$ cat src/rtl/mer_meas_ctrl.sv
// MER measurement sequencer: settle, calibrate the reference over one LFSR period,
// then freeze it and accumulate error over MEAS_CYCLES periods, latching the results.
module mer_meas_ctrl #(
    parameter int SETTLE_SYMS = 16,
    parameter int MEAS_CYCLES = 1,
    parameter int ERR_CNT_W   = 24
) (
    input  logic                     clk_i,
    input  logic                     reset_i,
    input  logic                     clk_en_i,
    input  logic                     start_i,
    input  logic                     continuous_i,
    input  logic                     abort_i,
    input  logic                     lfsr_cycle_periodic_i,
    input  logic                     sym_error_i,
    input  logic signed [17:0]       acc_sq_in_i,
    input  logic signed [17:0]       acc_dc_in_i,
    output logic                     ref_hold_o,
    output logic                     acc_clear_o,
    output logic                     busy_o,
    output logic [2:0]               state_o,
    output logic                     result_valid_o,
    output logic signed [17:0]       mer_sq_o,
    output logic signed [17:0]       mer_dc_o,
    output logic [ERR_CNT_W-1:0]     sym_err_count_o,
    output logic [15:0]              meas_count_o
);

    localparam logic [2:0] S_IDLE      = 3'd0;
    localparam logic [2:0] S_SETTLE    = 3'd1;
    localparam logic [2:0] S_CAL_ALIGN = 3'd2;
    localparam logic [2:0] S_CAL       = 3'd3;
    localparam logic [2:0] S_MEAS      = 3'd4;
    localparam logic [2:0] S_DONE      = 3'd5;

    localparam int SET_W = $clog2(SETTLE_SYMS + 1);
    localparam int CYC_W = $clog2(MEAS_CYCLES + 1);

    logic [2:0]              state_q, state_d;
    logic                    pend_q, pend_d;
    logic                    ref_hold_q, ref_hold_d;
    logic [SET_W-1:0]        settle_q, settle_d;
    logic [CYC_W-1:0]        cyc_q, cyc_d;
    logic [ERR_CNT_W-1:0]    err_q, err_d;
    logic signed [17:0]      mer_sq_q, mer_sq_d;
    logic signed [17:0]      mer_dc_q, mer_dc_d;
    logic [ERR_CNT_W-1:0]    err_out_q, err_out_d;
    logic [15:0]             meas_q, meas_d;
    logic                    enter_meas;
    logic                    latch;

    always_comb begin
        state_d    = state_q;
        pend_d     = pend_q;
        settle_d   = settle_q;
        cyc_d      = cyc_q;
        err_d      = err_q;
        mer_sq_d   = mer_sq_q;
        mer_dc_d   = mer_dc_q;
        err_out_d  = err_out_q;
        meas_d     = meas_q;
        enter_meas = 1'b0;
        latch      = 1'b0;

        // A start while busy is dropped rather than queued.
        if (start_i && state_q == S_IDLE)
            pend_d = 1'b1;

        if (clk_en_i) begin
            case (state_q)
                S_IDLE: begin
                    if (pend_q) begin
                        state_d  = S_SETTLE;
                        settle_d = '0;
                        pend_d   = 1'b0;
                    end
                end
                S_SETTLE: begin
                    if (settle_q == SET_W'(SETTLE_SYMS - 1))
                        state_d = S_CAL_ALIGN;
                    else
                        settle_d = settle_q + 1'b1;
                end
                S_CAL_ALIGN: begin
                    if (lfsr_cycle_periodic_i)
                        state_d = S_CAL;
                end
                S_CAL: begin
                    if (lfsr_cycle_periodic_i)
                        enter_meas = 1'b1;
                end
                S_MEAS: begin
                    if (sym_error_i && err_q != '1)
                        err_d = err_q + 1'b1;
                    if (lfsr_cycle_periodic_i) begin
                        cyc_d = cyc_q + 1'b1;
                        if (cyc_q == CYC_W'(MEAS_CYCLES - 1))
                            state_d = S_DONE;
                    end
                end
                S_DONE: begin
                    latch = 1'b1;
                    if (continuous_i)
                        enter_meas = 1'b1;
                    else
                        state_d = S_IDLE;
                end
                default: state_d = S_IDLE;
            endcase
        end

        if (abort_i) begin
            state_d    = S_IDLE;
            pend_d     = 1'b0;
            enter_meas = 1'b0;
            latch      = 1'b0;
        end

        if (enter_meas) begin
            state_d = S_MEAS;
            cyc_d   = '0;
            err_d   = '0;
        end

        if (latch) begin
            mer_sq_d  = acc_sq_in_i;
            mer_dc_d  = acc_dc_in_i;
            err_out_d = err_q;
            meas_d    = meas_q + 16'd1;
        end

        // The reference stays frozen for the whole MEAS/DONE span, including re-arms.
        ref_hold_d = (state_d == S_MEAS) || (state_d == S_DONE);
    end

    always_ff @(posedge clk_i) begin
        if (reset_i) begin
            state_q    <= S_IDLE;
            pend_q     <= 1'b0;
            ref_hold_q <= 1'b0;
            settle_q   <= '0;
            cyc_q      <= '0;
            err_q      <= '0;
            mer_sq_q   <= '0;
            mer_dc_q   <= '0;
            err_out_q  <= '0;
            meas_q     <= '0;
        end else begin
            state_q    <= state_d;
            pend_q     <= pend_d;
            ref_hold_q <= ref_hold_d;
            settle_q   <= settle_d;
            cyc_q      <= cyc_d;
            err_q      <= err_d;
            mer_sq_q   <= mer_sq_d;
            mer_dc_q   <= mer_dc_d;
            err_out_q  <= err_out_d;
            meas_q     <= meas_d;
        end
    end

    // Strobes coincide with the qualifying clk_en so downstream enables see them.
    assign acc_clear_o     = enter_meas & ~reset_i;
    assign result_valid_o  = latch & ~reset_i;
    assign ref_hold_o      = ref_hold_q;
    assign busy_o          = (state_q != S_IDLE);
    assign state_o         = state_q;
    assign mer_sq_o        = mer_sq_q;
    assign mer_dc_o        = mer_dc_q;
    assign sym_err_count_o = err_out_q;
    assign meas_count_o    = meas_q;

endmodule
$ cat config.mk
export PLATFORM = sky130hd
export DESIGN_NAME = mer_meas_ctrl
export DESIGN_NICKNAME = d
export VERILOG_FILES = /design/src/rtl/mer_meas_ctrl.sv
export SDC_FILE = /design/constraint.sdc
export NUM_CORES = 1
export LEC_CHECK = 0
export ABC_AREA = 0
export BUFFER_PORTS_ARGS = -buffer_cell sky130_fd_sc_hd__buf_2
export CORE_MARGIN = 5
export CORE_UTILIZATION = 49
export DETAILED_ROUTE_END_ITERATION = 10
export PLACE_DENSITY = 0.76
export SYNTH_ARGS = -nofsm -noshare
export SYNTH_HDL_FRONTEND = slang
export SYNTH_SLANG_ARGS = --single-unit
$ cat constraint.sdc
create_clock -name clk_i -period 5.3 [get_ports clk_i]
set_input_delay 0.265 -clock clk_i [delete_from_list [all_inputs] [get_ports clk_i]]
set_output_delay 0.265 -clock clk_i [all_outputs]
set_load 0.02 [all_outputs]
Word-level counts from Yosys, hierarchy flattened
Cells that the tools add are included.
{ "word_totals": {"output_inout_bits": 83, "elab_cells": 64, "in_bits": 44, "ff_bits": 111} }
{ "classes": {"add_sub_neg": 4, "reduce_logical": 11, "n_eq_ne": 11, "bitwise": 3, "n_mux": 25} }
{ "ops": {"columns": ["operator", "count"], "rows": [
  ["$mux W3", 9],
  ["$add A24 B1 Y24 const B", 1],
  ["$ne A24 B24 Y1 const B", 1],
  ["$pmux W3 S6", 1],
  ["$add A16 B1 Y16 const B", 1],
  ["$eq A3 B3 Y1 const B", 4],
  ["$mux W1", 11],
  ["$mux W5", 2],
  ["$pmux W5 S2", 1],
  ["$eq A3 B2 Y1 const B", 2],
  ["$reduce_and A3 Y1", 2],
  ["$add A5 B1 Y5 const B", 1],
  ["$eq A5 B4 Y1 const B", 1],
  ["$ne A2 B2 Y1 const B", 2],
  ["$reduce_and A4 Y1", 1],
  ["$reduce_or A2 Y1", 2],
  ["$eq A3 B1 Y1 const B", 1],
  ["$logic_not A3 Y1", 1],
  ["$reduce_bool A3 Y1", 1],
  ["$and A1 B1 Y1", 2],
  ["$logic_and A1 B1 Y1", 2],
  ["$pmux W1 S2", 1],
  ["$reduce_bool A2 Y1", 1],
  ["$add A1 B1 Y1 const B", 1],
  ["2 further kinds", 2]
]} }

Logic depth before layout (Yosys ltp)
Gate-level depths: netlist of run 1.
{ "depth": {"word_depth": 8, "mapped_depth": 8, "depth_no_buf": 8} }

Worst setup path before layout of run 1
No wires, ideal clock.
{ "synth_path": {"path_kind": "register to register", "start": "reg err_q[0]", "end": "reg err_q[10]", "setup_time_ns": 0.128, "setup_slack_ns": 3.407, "n_path_buf": 2, "required_ns": 5.172, "t_arrival_ns": 1.765, "period_less_slack_ns": 1.893, "stages_incl_launch_ff": 9, "cell_sequence": "dfxtp_1 -> ha_1 -> clkbuf_1 -> nand2_1 -> nor3_2 -> buf_2 -> a211oi_1 -> xnor2_1 -> nor2_1"} }
{ "synth_via": {"elab_chain_cells": 3, "word_cells_on_any_way": 4, "classes_between": "add/sub: 1; eq/ne: 1; reduce/logical: 2"} }
{ "synth_lines": {"columns": ["item", "line", "text"], "rows": [
  ["start, declared", "44", "logic [ERR_CNT_W-1:0] err_q, err_d;"],
  ["start signal, assigned", "154", "err_q <= err_d;"],
  ["branches (longest 3 deep; another with $add A24 B1 Y24)", null, null]
]} }
Parallel ways; which one is timed is not known.
A chain may end at the register's enable or synchronous reset.

Worst setup path after layout of run 1
{ "layout_path": {"start": "reg state_q[2] (netlist: state_o[2])", "end": "out result_valid_o"} }
{ "layout_via": {"elab_chain_cells": 5} }
{ "layout_lines": {"columns": ["item", "line", "text"], "rows": [
  ["start, declared", "39", "logic [2:0] state_q, state_d;"],
  ["start signal, assigned", "149", "state_q <= state_d;"],
  ["$eq A3 B3 Y1", "70", "case (state_q)"],
  ["$mux W1", "70", null],
  ["$mux W1", "69", "if (clk_en_i) begin"],
  ["$mux W1", "112", "if (abort_i) begin"],
  ["$and A1 B1 Y1", "164", "assign result_valid_o = latch & ~reset_i;"],
  ["end, declared", "22", "output logic result_valid_o,"]
]} }
No other way between the ends.

==> results by group, run 1 <==
Critical path
  – R2R setup slack: 2.79 ns
  – CP peak stage delay: between 0.6 and 0.7 ns
  – R2r endpoint: err_q[8]
  – Arr. time, crit path: about 2.4 ns
  – Required @ worst endpoint: roughly 5 ns
  – Slowest cell on crit path: nand2_2
  – Critical R2R Launch: err_q[0]
  – Crit. End Element: primary output
  – CP Cell Sequence: nor2b_1 > nand2_2 > nor2_1 > buf_2
  – Crit path launch type: flop
  – Worst setup path class: reg -> out
  – Number of cells on the worst reg-to-reg path: 6
  – Critical-path maximum fanout: 62

Global route
  – Met1 Track Usage GR: 0.237
  – GR Util met2: 0.319
  – Grt total ovfl: 0
  – Initial antenna violation count: 0
  – First-pass GRT wire length: approximately 18,000 µm
  – Vias in the first global route: around 4,000
  – Global routing's busiest layer: met2
  – Global Route Usage Sum: 0.188
  – Largest net degree at the start of global routing: 88
  – GRT met3 Usage: 0.0361

Clock tree
  – CTS tree: built
  – Clock root cell: clkbuf_8
  – Hold-fix buffers, CTS: 0
  – Clock slew at reported path FFs: between 0.1 and 0.15 ns
  – Cts bufs inserted: 9
  – Clk_lat worst skew: ~0.38 ns
  – Clk sink count: roughly 110
  – Post_cts resized: 0
  – H-Tree Depth: 3
  – Post-CTS Setup Inserts: 0
  – CTS Buffer Depth: 2

Detailed routing
  – Vias per cell: 5.37
  – DRC: 0
  – Drt initial violations: roughly 260
  – Number of nets with antenna violations after routing: 0
  – Pre-Repair DR Iteration Count: 5
  – Routed len/inst: around 14 µm
  – Total routed wirelength: around 11,000 µm
  – Vias after detailed routing: ~4,200

Logic synthesis
  – Warnings from Yosys: 0
  – Post-synth top area cell: dfxtp_1
  – Cell count after synthesis: about 570
  – Post-Syn Area: between 4000 and 5000 µm²
  – Sequential share of the synthesized area: 0.481
  – Count of cell types in the netlist: 44
  – FFs w/ async S/R, synth: 0
  – Synth Register Bits: roughly 110
  – Area contributors post-synth: dfxtp_1, nand2_1, a21oi_1
  – Synth top area share: 0.481
  – EDFF count, synth: 0
  – Top FF cell, synth: dfxtp_1
  – Mean area per synthesized cell: between 8 and 9 µm²
  – Syn Nets: ~620

Power
  – Clock group share of total power: 0.362
  – Comb power frac: 0.030
  – Leak pwr: between 2 and 2.5 nW
  – Sequential fraction of design power: 0.608
  – Internal power: around 1.0 mW
  – NetSw: between 0.3 and 0.4 mW
  – Sw frac: 0.246
  – Worst VDD drop: roughly 0.00013 V
  – Power per cell area: approximately 250 nW/µm²

STA
  – Skew final: 0.0230 ns
  – Final Hold Vio Count: 0
  – Min cycle time layout: between 2 and 3 ns
  – Final Cycle Share: 0.506
  – RSZ-0062 raised after global routing: no
  – Slew HR: 0.245
  – Setup-failing EPs final: 0
  – Max Slew Vio Count: 0
  – FMAX: 373 MHz
  – Tightest Pin Transition: between 1 and 1.5 ns
  – Fin Hold WS: between 0.1 and 0.15 ns
  – Setup TNS: 0 ns

Final layout
  – Layout area overhead: 18.2%
  – Fillers: 837
  – Register Area: between 2000 and 2500 µm²
  – Share of layout cells above drive strength 1: 0.228
  – Final Cell Area: 5460 µm²
  – Multi-input logic area: around 2200 µm²
  – Nets: 723
  – Most common library cell in the layout ignoring fill and taps: nand2_1
  – Most frequent cells in the layout: nand2_1, buf_2, dfxtp_1
  – # diodes: 0

Min path
  – Hold-critical path depth: 3
  – Hold path startpoint: acc_dc_in_i[10]
  – Worst Hold Path EP: mer_dc_o[10]
  – Hold/Removal Path Class: in -> reg

Run status
  – Status: finished, final reports clean

Floorplan
  – I/O pins: between 100 and 150
  – DIE AREA: about 11,000 µm²
  – Die width: roughly 110 µm
  – Row cnt: 35
  – Die span in y: about 110 µm
  – Initial Utilization: 0.502
  – Core footprint: between 9000 and 10,000 µm²

Job
  – MaxCap Viol Count: 0

Placed design
  – Hpwl dp: approximately 7700 µm
  – I/O Buffers: about 130
  – Routability cong.: 0.849
  – Dpl cell area: between 5000 and 6000 µm²
[per-layer routing]
layer | vias to the layer above | share of wire
li1 | 2123 | -
met3 | 17 | 0.053
met4 | 0 | 0.015
met1 | 2000 | 0.43
met2 | 109 | 0.50
met5 | - | 0
[kinds of logic after synthesis]
group | Yosys count | synth area share
DFF | 111 | 0.481
muxes | 1 | 0.00217
adders and majority gates | 4 | 0.0108
xor gates and xnor gates | 38 | 0.0721
buffers and inverters | 43 | 0.0393
and+or+nand+nor | 274 | 0.271
AOI/OAI and AO/OA | 100 | 0.124
[worst max-delay path by stage]
stage                     startpoint             end  depth (start not counted)
final                     state_o[2]  result_valid_o                          4
after global routing      state_o[2]  result_valid_o                          4
after CTS                 state_o[2]  result_valid_o                          4
after detailed placement    err_q[0]        err_q[8]                          6
after global placement      err_q[0]        err_q[8]                          6
after floorplan             err_q[0]       err_q[10]                          8
[stage by stage]
step	power, mW	setup WS, ns	cells	utilization
floorplan	0.876	3.41	571	-
global placement	0.897	2.96	775	0.573
detailed placement	0.897	2.83	775	0.573
CTS	1.39	2.58	791	0.594
global route	1.43	2.39	791	0.594
finish	1.38	2.62	791	0.594
[critical path, delay by kind of cell, from the launching register on]
family | cells | cell delay [ns]
buf+inv | 1 | 0.20
simple gates | 3 | 1.27
flops | 1 | 0.58
[power groups by stage]
| stage | registers (mW) | logic, mW | clock network, mW |
|---|---|---|---|
| global route | 0.837 | 0.0461 | 0.546 |
| global placement | 0.856 | 0.0416 | 0 |
| detailed placement | 0.856 | 0.0417 | 0 |
| floorplan | 0.855 | 0.0210 | 0 |
| CTS | 0.837 | 0.0418 | 0.511 |
| finish | 0.837 | 0.0416 | 0.498 |
[cells in the mapped netlist, drive strengths merged, types with 2 or more instances]
| library cell | instances |
|---|---|
| or4 | 2 |
| nand3 | 16 |
| inv | 7 |
| nand4 | 16 |
| buf | 7 |
| and2 | 4 |
| nand3b | 2 |
| xor2 | 11 |
| or3 | 3 |
| and3b | 2 |
| dfxtp | 111 |
| o21a | 2 |
| and4 | 6 |
| nor3 | 7 |
| ha | 4 |
| nor2b | 4 |
| nand2 | 141 |
| and3 | 6 |
| a22oi | 3 |
| xnor2 | 27 |
| a31oi | 2 |
| o21ai | 5 |
| nor4 | 6 |
| clkbuf | 29 |
| a21oi | 70 |
| nand2b | 2 |
| a211oi | 10 |
| nor2 | 56 |
| o211ai | 2 |
[registers in the layout, summed over array words and instances, names as in the netlist]
name	count
err_q	24
sym_err_count_o	24
mer_dc_o	18
mer_sq_o	18
meas_count_o	16
settle_q	5
state_o	3
cyc_q	1
pend_q	1
ref_hold_o	1
[area by class of cell]
class	instances	area share
Timing Repair Buffer	129	0.120
Clock buffer	9	0.0227
Inverter	7	0.00481
Tap cell	111	0.0254
Sequential cell	111	0.407
Multi-Input combinational cell	417	0.408
Clock inverter	7	0.0128
Note: power is estimated with default switching activity, not from simulation.
==> run 2: changes to the inputs <==
--- a/config.mk
+++ b/config.mk
@@ -8,9 +8,9 @@
 export ABC_AREA = 0
 export BUFFER_PORTS_ARGS = -buffer_cell sky130_fd_sc_hd__buf_2
 export CORE_MARGIN = 5
-export CORE_UTILIZATION = 49
+export CORE_UTILIZATION = 47
 export DETAILED_ROUTE_END_ITERATION = 10
-export PLACE_DENSITY = 0.76
+export PLACE_DENSITY = 0.77
 export SYNTH_ARGS = -nofsm -noshare
 export SYNTH_HDL_FRONTEND = slang
 export SYNTH_SLANG_ARGS = --single-unit
==> constraint.sdc (replaced) <==
create_clock -name clk_i -period 2.33 [get_ports clk_i]
set_input_delay 0.1165 -clock clk_i [delete_from_list [all_inputs] [get_ports clk_i]]
set_output_delay 0.1165 -clock clk_i [all_outputs]
set_load 0.02 [all_outputs]
==> run 2 against run 1 <==
Against the previous run:
- die area increased by 3.9%
- final cell count up 8.6%
- setup slack got worse by 2.3 ns
- sequential share of layout area down 3.3 points
- critical endpoint is now settle_q[3]
- largest cell class unchanged
- highest routed layer unchanged
==> results by group, run 2 (synthesized netlist as in run 1, its figures left out) <==
Detailed routing
  – Pre-Repair DR Iteration Count: 4 (-1)
  – DRC: 0 (unchanged)
  – Vias per cell: 5.28 (-1.7%)
  – Vias after detailed routing: 4,536 (+6.8%)
  – Total routed wirelength: 12,600 µm (+14%)
  – Drt initial violations: 316 (+21%)
  – Routed len/inst: 14.6 µm (+4.6%)
  – Number of nets with antenna violations after routing: 0 (unchanged)

Clock tree
  – Cts bufs inserted: 9 (unchanged)
  – Clk sink count: 111 (unchanged)
  – Post-CTS Setup Inserts: 0 (unchanged)
  – Clock slew at reported path FFs: 0.10 ns (-0.02 ns)
  – Post_cts resized: 0 (unchanged)
  – H-Tree Depth: 3 (unchanged)
  – CTS Buffer Depth: 2 (unchanged)
  – Clk_lat worst skew: 0.37 ns (about the same)
  – CTS tree: built
  – Clock root cell: clkbuf_8

STA
  – Final Cycle Share: 0.884
  – Setup-failing EPs final: 0 (unchanged)
  – RSZ-0062 raised after global routing: no
  – Final Hold Vio Count: 0 (unchanged)
  – Skew final: 0.00829 ns (-0.0148 ns)
  – Setup TNS: 0 ns (unchanged)
  – Slew HR: 0.516 (+0.271)
  – FMAX: 486 MHz
  – Min cycle time layout: slightly above 2 ns
  – Tightest Pin Transition: 0.727 ns (-0.402 ns)
  – Max Slew Vio Count: 0 (unchanged)
  – Fin Hold WS: 0.118 ns (+0.0102 ns)

Critical path
  – R2r endpoint: settle_q[3]
  – Crit path launch type: flop
  – Number of cells on the worst reg-to-reg path: 7 (+1)
  – Crit. End Element: flop
  – Worst setup path class: reg -> reg
  – Critical R2R Launch: settle_q[0]
  – R2R setup slack: 0.27 ns (-2.52 ns)
  – Arr. time, crit path: 2.36 ns (-0.06 ns)
  – Critical-path maximum fanout: 6 (-90%)
  – Required @ worst endpoint: 2.63 ns (-2.41 ns)

Global route
  – Largest net degree at the start of global routing: 62 (-30%)
  – Global Route Usage Sum: 0.212 (+0.0234)
  – Vias in the first global route: 4,334 (+7.8%)
  – Grt total ovfl: 0 (unchanged)
  – First-pass GRT wire length: 20,100 µm (+11%)
  – Initial antenna violation count: 0 (unchanged)

Min path
  – Hold path startpoint: lfsr_cycle_periodic_i
  – Hold/Removal Path Class: in -> reg
  – Hold-critical path depth: 4 (+1)
  – Worst Hold Path EP: cyc_q

Power
  – Worst VDD drop: 0.000257 V (+91%)
  – Power per cell area: 524 nW/µm² (+110%)
  – Leak pwr: 2.37 nW (+9.3%)

Floorplan
  – Core footprint: 9680 µm² (+5.3%)
  – Row cnt: 36 (+2.9%)
  – DIE AREA: 11,900 µm² (+3.9%)
  – I/O pins: 127 (unchanged)
  – Die span in y: 109 µm (+1.9%)
  – Die width: 109 µm (+1.9%)
  – Initial Utilization: 0.477 (-0.0253)

Run status
  – Status: finished, final reports clean

Final layout
  – Final Util: 0.613 (+0.0192)
  – Most common library cell in the layout ignoring fill and taps: nand2_1
  – Layout area overhead: 28.5%
  – Most frequent cells in the layout: nand2_1, buf_2, dfxtp_1
  – Nets: 770 (+6.5%)
  – # diodes: 0 (unchanged)
  – Share of layout cells above drive strength 1: 0.223 (-0.00480)

Placed design
  – Routability cong.: 0.880 (+3.6%)
  – I/O Buffers: 126 (unchanged)
  – Hpwl dp: 8490 µm (+9.8%)

Job
  – MaxCap Viol Count: 0 (unchanged)
==> run 2: changes by cell type in the layout (fill, tap and decap cells not counted) <==
cell,before,now
clkbuf_8,9,10
buf_12,0,2
clkbuf_1,0,2
clkinv_2,1,0
dlygate4sd3_1,0,37
clkinv_8,1,0
inv_8,2,0
buf_4,3,11
==> run 2: worst max-delay path by stage <==
stage	endpoint	depth (start not counted)	from
3_5_place_dp	settle_q[3]	7	settle_q[0]
6_report	settle_q[3]	7	settle_q[0]
4_1_cts	settle_q[3]	7	settle_q[0]
2_1_floorplan	err_q[14]	8	err_q[0]
3_3_place_gp	err_q[19]	6	state_o[1]
5_1_grt	settle_q[2]	8	settle_q[0]
==> run 2: where the power goes <==
group	switching [mW]	leakage (nW)	internal [mW]
combinational	0.0727	1.39	0.0816
clock	0.631	0.0879	0.426
sequential	0.00214	0.894	1.90
total	0.705	2.37	2.41
==> run 2: timing repair <==
action,4_1_cts,5_1_grt
hold buffers,37,0
setup endpoints to repair,0,0
hold endpoints to repair,37,0
==> run 2: worst max-delay path, stage by stage, from the launching register on <==
cell,delay [ns]
dfxtp_1,0.35
ha_1,0.22
and3_1,0.19
ha_1,0.21
nor2b_1,0.20
o211ai_1,0.25
or3_1,0.40
a21boi_0,0.18
==> run 2: layer usage <==
| layer | track usage | vias up | wire length, µm |
|---|---|---|---|
| li1 | - | 2218 | - |
| met1 | 0.257 | 2161 | 5310 |
| met2 | 0.359 | 126 | 6250 |
| met3 | 0.0456 | 31 | 625 |
| met4 | 0.0956 | 0 | 379 |
| met5 | 0 | - | 0 |
==> run 2: cell type report <==
class | instances | area [µm²]
clock buffers | 12 | 145
clock inverters | 3 | 26.3
fillers | 818 | 3750
inverters | 7 | 26.3
multi-input cells | 417 | 2220
flip-flops and latches | 111 | 2220
well taps | 133 | 166
repair buffers | 176 | 1120
==> run 2: through the flow <==
step	setup WS, ns	std cells	total power [mW]	area [µm²]
4_1_cts	0.278	859	3.14	5930
2_1_floorplan	0.437	571	1.99	4620
3_3_place_gp	0.442	807	2.04	5390
6_report	0.270	859	3.11	5930
3_5_place_dp	0.305	807	2.05	5390
5_1_grt	0.190	859	3.24	5930
==> run 3: changes to the inputs <==
--- a/config.mk
+++ b/config.mk
@@ -7,8 +7,10 @@
 export LEC_CHECK = 0
 export ABC_AREA = 0
 export BUFFER_PORTS_ARGS = -buffer_cell sky130_fd_sc_hd__buf_2
+export CELL_PAD_IN_SITES_DETAIL_PLACEMENT = 2
+export CELL_PAD_IN_SITES_GLOBAL_PLACEMENT = 2
 export CORE_MARGIN = 5
-export CORE_UTILIZATION = 47
+export CORE_UTILIZATION = 27
 export DETAILED_ROUTE_END_ITERATION = 10
 export PLACE_DENSITY = 0.77
 export SYNTH_ARGS = -nofsm -noshare
==> run 3 against run 2 <==
Against the previous run:
- clock power increased by 53%
- largest power group unchanged
- critical endpoint is now err_q[19]
- flip-flop and latch count stayed put
- non-clock buffer count is 8 lower
==> results by group, run 3 (synthesized netlist as in run 1, its figures left out) <==
STA
  – RSZ-0062 raised after global routing: no
  – Final Cycle Share: 0.877 (-0.00699)
  – Slew HR: 0.658 (+0.143)
  – FMAX: 489 MHz (+0.80%)
  – Min cycle time layout: 2.04 ns (-0.0163 ns)
  – Max Slew Vio Count: 0 (unchanged)
  – Final worst setup slack: 0.287 ns (+0.0163 ns)
  – Setup-failing EPs final: 0 (unchanged)
  – Skew final: 0.00773 ns (-0.000554 ns)
  – Final Hold Vio Count: 0 (unchanged)
  – Setup TNS: 0 ns (unchanged)
  – Fin Hold WS: 0.00618 ns (-0.112 ns)
  – Tightest Pin Transition: 0.511 ns (-0.216 ns)

Floorplan
  – Core footprint: 16,700 µm² (+72%)
  – I/O pins: 127 (unchanged)
  – Die span in y: 141 µm (+29%)
  – DIE AREA: 19,800 µm² (+66%)
  – Die width: 141 µm (+29%)
  – Initial Utilization: 0.277 (-0.200)
  – Row cnt: 47 (+31%)

Clock tree
  – H-Tree Depth: 3 (unchanged)
  – Hold-fix buffers, CTS: 28 (-24%)
  – Post_cts resized: 0 (unchanged)
  – Clock root cell: clkbuf_16
  – CTS Buffer Depth: 2 (unchanged)
  – CTS tree: built
  – Cts bufs inserted: 9 (unchanged)
  – Clock slew at reported path FFs: 0.08 ns (-0.02 ns)
  – Post-CTS Setup Inserts: 0 (unchanged)
  – Clk_lat worst skew: 0.35 ns (-0.02 ns)
  – Clk sink count: 111 (unchanged)

Final layout
  – Final Util: 0.365 (-0.248)
  – Layout area overhead: 31.9%
  – Multi-input logic area: 2220 µm² (unchanged)
  – Fin cells: 943 (+9.8%)
  – Nets: 762 (-1.0%)
  – Fillers: 1,941 (+140%)
  – Most common library cell in the layout ignoring fill and taps: nand2_1
  – Register Area: 2220 µm² (unchanged)
  – Most frequent cells in the layout: nand2_1, buf_2, dfxtp_1
  – Share of layout cells above drive strength 1: 0.231 (+0.00774)

Global route
  – Vias in the first global route: 5,054 (+17%)
  – Global routing's busiest layer: met2
  – GR Util met2: 0.308 (-0.0508)
  – Largest net degree at the start of global routing: 63 (+1.6%)
  – Initial antenna violation count: 4 (+4)
  – Met1 Track Usage GR: 0.208 (-0.0491)
  – Grt total ovfl: 0 (unchanged)
  – Global Route Usage Sum: 0.171 (-0.0408)
  – GRT met3 Usage: 0.0301 (-0.0155)
  – First-pass GRT wire length: 27,400 µm (+36%)

Detailed routing
  – DRC: 0 (unchanged)
  – Pre-Repair DR Iteration Count: 4 (unchanged)
  – Number of nets with antenna violations after routing: 0 (unchanged)
  – Routed len/inst: 18.0 µm (+23%)
  – Total routed wirelength: 16,900 µm (+35%)
  – Vias per cell: 4.87 (-7.8%)
  – Vias after detailed routing: 4,590 (+1.2%)
  – Drt initial violations: 220 (-30%)

Critical path
  – CP peak stage delay: 0.46 ns (+0.06 ns)
  – Arr. time, crit path: 2.33 ns (-0.03 ns)
  – Crit. End Element: flop
  – CP Cell Sequence: and4_1 > nand4_4 > or3_1 > or3_1 > a21oi_1
  – Slowest cell on crit path: dfxtp_1
  – Critical-path maximum fanout: 9 (+3)
  – Worst setup path class: reg -> reg
  – Most frequent CP cell: or3_1
  – Required @ worst endpoint: 2.61 ns (-0.02 ns)
  – Crit path launch type: flop

Placed design
  – Pre-CTS WS: 0.293 ns (-0.0117 ns)
  – Inst Count DP: 895 (+11%)
  – I/O Buffers: 126 (unchanged)
  – Routability cong.: 0.782 (-11%)
  – Hpwl dp: 11,700 µm (+38%)

Power
  – Leak pwr: 2.40 nW (+1.1%)
  – Power per cell area: 601 nW/µm² (+15%)
  – Worst VDD drop: 0.000308 V (+20%)

Run status
  – Status: finished, final reports clean

Job
  – MaxCap Viol Count: 0 (unchanged)

Min path
  – Hold/Removal Path Class: in -> reg
-- run 3: layout make-up --
cell class | instances | area share
multi-input combinational | 417 | 0.365
sequential | 111 | 0.365
timing repair buffer | 168 | 0.169
tap | 220 | 0.0452
clock buffer | 9 | 0.0370
clock inverter | 7 | 0.0131
inverter | 7 | 0.00431
antenna | 4 | 0.00164
-- run 3: critical path: cells and delay by family (launching register included) --
family	cells	cell delay (ns)
AOI/OAI and AO/OA	1	0.14
DFF	1	0.46
and+or+nand+nor	4	1.38
-- run 3: stage by stage --
stage                     cell area (µm²)  power [mW]
final                                6090        3.66
after global routing                 6090        3.81
after CTS                            6080        3.73
after detailed placement             5500        2.05
after global placement               5500        2.05
after floorplan                      4620        1.99
-- run 3: metal layers --
| layer | part of all wire | wire [µm] |
|---|---|---|
| met1 | 0.42 | 7080 |
| met2 | 0.54 | 9070 |
| met3 | 0.034 | 581 |
| met4 | 0.012 | 201 |
| met5 | 0 | 0 |
-- run 3: final timing paths --
check                   endpoint  depth (start not counted)                 from  slack, ns
max                    err_q[19]                          5             err_q[2]       0.29
min                  mer_sq_o[8]                          3       acc_sq_in_i[8]      0.006
max reg2reg            err_q[19]                          5             err_q[2]       0.29
min reg2reg  sym_err_count_o[14]                          2  sym_err_count_o[14]       0.45
-- run 3: power by group --
group / internal [mW] / switching (mW)
sequential: 1.90 / 0.00246
clock: 0.851 / 0.764
combinational: 0.0719 / 0.0755
total: 2.82 / 0.842
